[src/rtl/dedisp_boxcar_detect.sv]
// Frame integrator, boxcar matched filter and threshold detector for the dedispersed stream.
// Optional `DEDISP_PEAK_HOLD_EN: report the peak of each threshold crossing instead of first-crossing + holdoff.
module dedisp_boxcar_detect #(
  parameter int DIN_WIDTH = 25,
  parameter int ACC_WIDTH = 32,
  parameter int BOX_LOG2  = 3,
  parameter int TS_WIDTH  = 32
) (
  input  logic                          clk,
  input  logic                          rst,
  input  logic                          ce,
  input  logic [DIN_WIDTH-1:0]          din,
  input  logic                          din_valid,
  input  logic                          din_sof,
  input  logic                          din_eof,
  input  logic [BOX_LOG2:0]             box_len,
  input  logic [ACC_WIDTH+BOX_LOG2-1:0] threshold,
  output logic [ACC_WIDTH-1:0]          frame_pow,
  output logic                          frame_valid,
  output logic [ACC_WIDTH+BOX_LOG2-1:0] box_pow,
  output logic                          box_valid,
  output logic                          detect,
  output logic [ACC_WIDTH+BOX_LOG2-1:0] detect_pow,
  output logic [TS_WIDTH-1:0]           detect_ts,
  output logic [TS_WIDTH-1:0]           frame_cnt
);

  localparam int BOX_W = ACC_WIDTH + BOX_LOG2;
  localparam int DEPTH = 1 << BOX_LOG2;
  localparam int LEN_W = BOX_LOG2 + 1;

  typedef enum logic {IDLE, ACC} state_t;

  // ---------------- frame integrator ----------------
  state_t               state, state_nxt;
  logic [ACC_WIDTH-1:0] acc, acc_nxt, acc_sat, din_ext;
  logic [ACC_WIDTH:0]   acc_wide;
  logic                 close;
  logic                 frame_valid_q;
  logic [TS_WIDTH-1:0]  frame_ts;

  assign din_ext  = ACC_WIDTH'(din);
  assign acc_wide = {1'b0, acc} + {1'b0, din_ext};
  assign acc_sat  = acc_wide[ACC_WIDTH] ? '1 : acc_wide[ACC_WIDTH-1:0];

  // NOTE: every always_comb output gets a default first so no path leaves it unassigned (no latch).
  always_comb begin
    state_nxt = state;
    acc_nxt   = acc;
    close     = 1'b0;
    case (state)
      IDLE: if (din_valid && din_sof) begin
        acc_nxt = din_ext;
        if (din_eof) close = 1'b1;
        else         state_nxt = ACC;
      end
      ACC: if (din_valid) begin
        // sof inside a frame drops the partial sum and starts over
        acc_nxt = din_sof ? din_ext : acc_sat;
        if (din_eof) begin
          close     = 1'b1;
          state_nxt = IDLE;
        end
      end
      default: state_nxt = IDLE;
    endcase
  end

  // NOTE: sequential state uses non-blocking assignments so all registers see pre-edge values.
  always_ff @(posedge clk) begin
    if (rst) begin
      state         <= IDLE;
      acc           <= '0;
      frame_valid_q <= 1'b0;
      frame_pow     <= '0;
      frame_ts      <= '0;
      frame_cnt     <= '0;
    end else if (ce) begin
      state         <= state_nxt;
      acc           <= acc_nxt;
      frame_valid_q <= close;
      if (close) begin
        frame_pow <= acc_nxt;
        frame_ts  <= frame_cnt;
        frame_cnt <= frame_cnt + 1'b1;
      end
    end
  end

  // ---------------- boxcar ----------------
  logic [ACC_WIDTH-1:0] hist [DEPTH];
  logic [BOX_LOG2-1:0]  wr_ptr, rd_ptr;
  logic [LEN_W-1:0]     eff_len, prev_len, fill, fill_nxt;
  logic [ACC_WIDTH-1:0] old_pow;
  logic [BOX_W-1:0]     sum_nxt;
  logic                 len_change;
  logic                 box_valid_q;
  logic [TS_WIDTH-1:0]  box_ts;

  always_comb begin
    if (box_len == '0)                 eff_len = LEN_W'(1);
    else if (box_len > LEN_W'(DEPTH))  eff_len = LEN_W'(DEPTH);
    else                               eff_len = box_len;
  end

  // prev_len resets to 0, never a legal length, so the first frame always restarts the boxcar
  assign len_change = (eff_len != prev_len);
  assign rd_ptr     = wr_ptr - eff_len[BOX_LOG2-1:0];
  assign old_pow    = (fill >= eff_len) ? hist[rd_ptr] : '0;
  assign sum_nxt    = len_change ? BOX_W'(frame_pow)
                                 : box_pow + BOX_W'(frame_pow) - BOX_W'(old_pow);
  assign fill_nxt   = len_change ? LEN_W'(1)
                    : (fill == LEN_W'(DEPTH)) ? fill : fill + 1'b1;

  // NOTE: history RAM has no reset; fill count masks stale entries, keeping it a plain RAM.
  always_ff @(posedge clk) begin
    if (ce && frame_valid_q) hist[wr_ptr] <= frame_pow;
  end

  always_ff @(posedge clk) begin
    if (rst) begin
      box_pow     <= '0;
      box_valid_q <= 1'b0;
      box_ts      <= '0;
      fill        <= '0;
      prev_len    <= '0;
      wr_ptr      <= '0;
    end else if (ce) begin
      box_valid_q <= 1'b0;
      if (frame_valid_q) begin
        box_pow     <= sum_nxt;
        box_valid_q <= (fill_nxt >= eff_len);
        box_ts      <= frame_ts;
        fill        <= fill_nxt;
        prev_len    <= eff_len;
        wr_ptr      <= wr_ptr + 1'b1;
      end
    end
  end

  // ---------------- detector ----------------
  logic detect_q;

`ifdef DEDISP_PEAK_HOLD_EN
  logic                in_event;
  logic [BOX_W-1:0]    peak_pow;
  logic [TS_WIDTH-1:0] peak_ts;

  always_ff @(posedge clk) begin
    if (rst) begin
      detect_q   <= 1'b0;
      detect_pow <= '0;
      detect_ts  <= '0;
      in_event   <= 1'b0;
      peak_pow   <= '0;
      peak_ts    <= '0;
    end else if (ce) begin
      detect_q <= 1'b0;
      if (box_valid_q) begin
        if (box_pow > threshold) begin
          if (!in_event || box_pow > peak_pow) begin
            peak_pow <= box_pow;
            peak_ts  <= box_ts;
          end
          in_event <= 1'b1;
        end else if (in_event) begin
          detect_q   <= 1'b1;
          detect_pow <= peak_pow;
          detect_ts  <= peak_ts;
          in_event   <= 1'b0;
        end
      end
    end
  end
`else
  logic [LEN_W-1:0] hold_cnt;

  always_ff @(posedge clk) begin
    if (rst) begin
      detect_q   <= 1'b0;
      detect_pow <= '0;
      detect_ts  <= '0;
      hold_cnt   <= '0;
    end else if (ce) begin
      detect_q <= 1'b0;
      if (box_valid_q) begin
        if (hold_cnt != '0) begin
          hold_cnt <= hold_cnt - 1'b1;
        end else if (box_pow > threshold) begin
          // the detecting frame is the first of box_len frames in holdoff
          detect_q   <= 1'b1;
          detect_pow <= box_pow;
          detect_ts  <= box_ts;
          hold_cnt   <= prev_len - 1'b1;
        end
      end
    end
  end
`endif

  // pulses are masked while ce is low; the underlying state is frozen
  assign frame_valid = frame_valid_q & ce;
  assign box_valid   = box_valid_q & ce;
  assign detect      = detect_q & ce;

endmodule
[config.mk]
export PLATFORM = sky130hd
export DESIGN_NAME = dedisp_boxcar_detect
export DESIGN_NICKNAME = d
export VERILOG_FILES = /design/src/rtl/dedisp_boxcar_detect.sv
export SDC_FILE = /design/constraint.sdc
export NUM_CORES = 1
export LEC_CHECK = 0
export ABC_AREA = 1
export BUFFER_PORTS_ARGS = -buffer_cell sky130_fd_sc_hd__buf_2
export CAP_MARGIN = 20
export CORE_ASPECT_RATIO = 1.25
export CORE_UTILIZATION = 40
export DETAILED_ROUTE_END_ITERATION = 7
export PLACE_DENSITY_LB_ADDON = 0.05
export SYNTH_ARGS = -nofsm -noshare
export SYNTH_HDL_FRONTEND = slang
export SYNTH_SLANG_ARGS = --single-unit
[constraint.sdc]
create_clock -name clk -period 13.6 [get_ports clk]
set_input_delay 2.04 -clock clk [delete_from_list [all_inputs] [get_ports clk]]
set_output_delay 2.04 -clock clk [all_outputs]
set_load 0.1 [all_outputs]
==> results_dict.tcl <==
set metrics [dict create \
    outcome "completed" \
    cts_tree "built" \
    power.density_nw_per_um2 125.0 \
    grt_most_used_layer "met2" \
    syn-num-nets 3865 \
    cp.required_ns 14.07 \
    antenna_found_initial 1 \
    syn_to_final_growth_pct 13.88 \
    grt_start_max_net_pins 87 \
    die-height_um 301.3 \
    ys_ff_latch 537 \
    worst_setup_path_end_kind "flip-flop" \
    synthArstFlopShare 0 \
    final_cells 4802 \
    skew_ns 0.02835 \
    ctsRootBufferMaster "clkbuf_16" \
    synth_area_um2 28660 \
    tightest_slew_ns 1.034 \
    grt_util_all_layers 0.2510 \
    avgSynthCellArea_um2 7.847 \
    worstPathArrival_ns 7.92 \
    row_count 109 \
    fmax_mhz 134.2 \
    reg2regPathDepth 19 \
    dp.final_hpwl_um 63000 \
    via_count 24730 \
    fin_nets 4025 \
    die_w_um 241.4 \
    dp.cells 4695 \
    cts.path.max_buffers 3 \
    numCtsBuffers 58 \
    path_max_fanout 69 \
    peakVddDrop_mv 0.09436 \
    core_um2 70780 \
    worstHoldPathCells 2 \
    grt_pass1_vias 24160 \
    rsz0062_at_grt "false" \
    p_leak_uw 0.01420 \
    via_per_inst 5.149 \
    drc_errors 0 \
    report.power.total_uw 4079 \
    hold_class "flip-flop to flip-flop" \
    ioPinCount 239 \
    yosysUniqueCellTypes 50 \
    final_area_um2 32640 \
    wl_per_cell_um 18.96 \
    setup_viol 0 \
    drive_above_1_share 0.1026 \
    drt_iter0_drc 1540 \
    worstSetupPathType "input pin to flip-flop" \
    gr-usage-met1 0.3041 \
    post-cts-setup-buffers 0 \
    synth_cells 3652 \
    start_util 0.4049 \
    ctsResizeCount 0 \
    ys_warn_count 0 \
    antenna_cells 0 \
    met2_usage 0.4654 \
    synthFlopType "dfxtp_1" \
    postRouteAntennaNets 0 \
    synth-edff-count 256 \
    seq_area_frac_synth 0.4645 \
    rrSetupSlack_ns 7.80 \
    grtUsageMet3 0.02673 \
    portBuffers 238 \
    finalCritPeriodShare 0.5481 \
    drv_slew 0 \
    die_area_um2 72730 \
    htreeDepth 2 \
    path_clk_slew_ns 0.06 \
    slew_headroom 0.3063 \
    clock_sinks 537 \
    dr.pass1.iters 6 \
    dpl_cell_area_um2 30700 \
    period_needed_ns 7.454 \
    cts_hold_buf 0 \
    place.gp.congestion 0.9857 \
    fill_cells 7318 \
    hold_violations 0 \
    drt_wl_total_um 91050 \
    grt_pass1_wl_um 140000 \
    insertion_delay_ns 0.63 \
    grt_overflow 0 \
    setup_tns_ns 0 \
    cap_violations 0 \
    cp-start-kind "input pin" \
]
==> placed cells by master, fill, tap and decap left out, types with 4 or more instances in the layout <==
cell type / n
nand4_1: 22
and2_1: 6
ha_1: 108
inv_1: 446
or2_2: 5
nor3_1: 23
a21boi_0: 4
bufinv_16: 7
nand2_1: 952
o211ai_1: 19
nor2_4: 12
xor2_1: 26
clkinv_2: 12
clkbuf_8: 6
fa_1: 33
clkinv_1: 12
clkbuf_1: 8
xnor2_1: 18
nor2_1: 303
nand3_1: 194
clkbuf_16: 58
o21ai_0: 263
edfxtp_1: 256
a21oi_1: 393
buf_2: 237
a32o_1: 61
buf_4: 32
dfxtp_1: 281
a21o_1: 8
o21a_1: 9
==> power breakdown <==
group	internal, uW	switching, uW
logic	220	500
clock network	947	676
registers	1710	29.5
==> metal layers <==
metal  wire length, um  part of all wire
met1             38310              0.42
met2             47230              0.52
met3              3211             0.035
met4              2299             0.025
met5                 0                 0
==> cell type report <==
type,count,area (um2),share of cell area
clock buffers,72,1564,0.04792
clock inverters,35,376.6,0.01154
inverters,453,1704,0.05222
multi-input cells,2493,13070,0.4006
flip-flops and latches,537,13310,0.4079
well taps,943,1180,0.03615
repair buffers,269,1426,0.04371
==> state kept, by name, indices dropped and copies added, names as in the netlist, 3 cells and up <==
register    flops
hist          256
box_pow        35
detect_pow     35
acc            32
box_ts         32
detect_ts      32
frame_cnt      32
frame_pow      32
frame_ts       32
fill            4
hold_cnt        4
prev_len        4
wr_ptr          3
==> path summary, 6_finish.rpt <==
| check | startpoint | endpoint |
|---|---|---|
| max reg2reg | wr_ptr[0] | box_pow[16] |
| min reg2reg | frame_ts[0] | frame_ts[0] |
| max | box_len[2] | box_pow[16] |
| min | frame_ts[0] | frame_ts[0] |
==> synthesized netlist by cell type, types with 5 or more instances <==
| cell | instances | area, um2 |
|---|---|---|
| and2_1 | 6 | 37.54 |
| or2_2 | 5 | 31.28 |
| nor2_1 | 312 | 1171 |
| nand4_1 | 22 | 137.6 |
| fa_1 | 34 | 680.7 |
| buf_1 | 10 | 37.54 |
| clkbuf_1 | 139 | 521.8 |
| a21o_1 | 8 | 60.06 |
| ha_1 | 109 | 1364 |
| xnor2_1 | 18 | 157.7 |
| o21ai_0 | 263 | 1316 |
| dfxtp_1 | 281 | 5625 |
| buf_2 | 13 | 65.06 |
| o21a_1 | 9 | 67.56 |
| nand3_1 | 194 | 970.9 |
| o211ai_1 | 19 | 142.6 |
| a32o_1 | 61 | 610.6 |
| inv_1 | 448 | 1682 |
| a21oi_1 | 394 | 1972 |
| edfxtp_1 | 256 | 7687 |
| xor2_1 | 26 | 227.7 |
| nor3_1 | 23 | 115.1 |
| nand2_1 | 953 | 3577 |
==> worst max-delay path, stage by stage <==
cell,delay [ns]
buf_2,0.10
o21ai_0,0.27
nand2_1,0.13
inv_1,0.18
ha_4,0.14
inv_1,0.04
fa_4,1.38
buf_4,0.68
a21oi_1,0.09
a32o_1,0.24
nand2_1,0.08
o211ai_1,0.17
fa_1,0.48
ha_1,0.36
a21oi_1,0.26
inv_1,0.07
nand2_1,0.06
nand3_1,0.19
a21o_1,0.28
xor2_1,0.15
o21ai_0,0.32
a21oi_1,0.11
==> metrics by stage <==
stage	utilization	worst slack, ns	hold WS [ns]
detailed placement	0.4337	5.511	0.4519
global route	0.4611	5.806	0.4708
global placement	0.4337	5.516	0.4452
finish	0.4611	6.146	0.4590
floorplan	-	7.622	0.4378
CTS	0.4611	6.167	0.4602
==> kinds of logic (layout without fill, tap and decap cells) <==
logic type	after synthesis	in the layout	synth area share
flops	537	537	0.4645
xor+xnor	44	44	0.01345
compound gates	771	771	0.1498
simple gates	1535	1535	0.2175
buf+inv	622	829	0.08339
fa+ha+maj	143	143	0.07134
No activity file was read; power rests on OpenSTA's default activity.
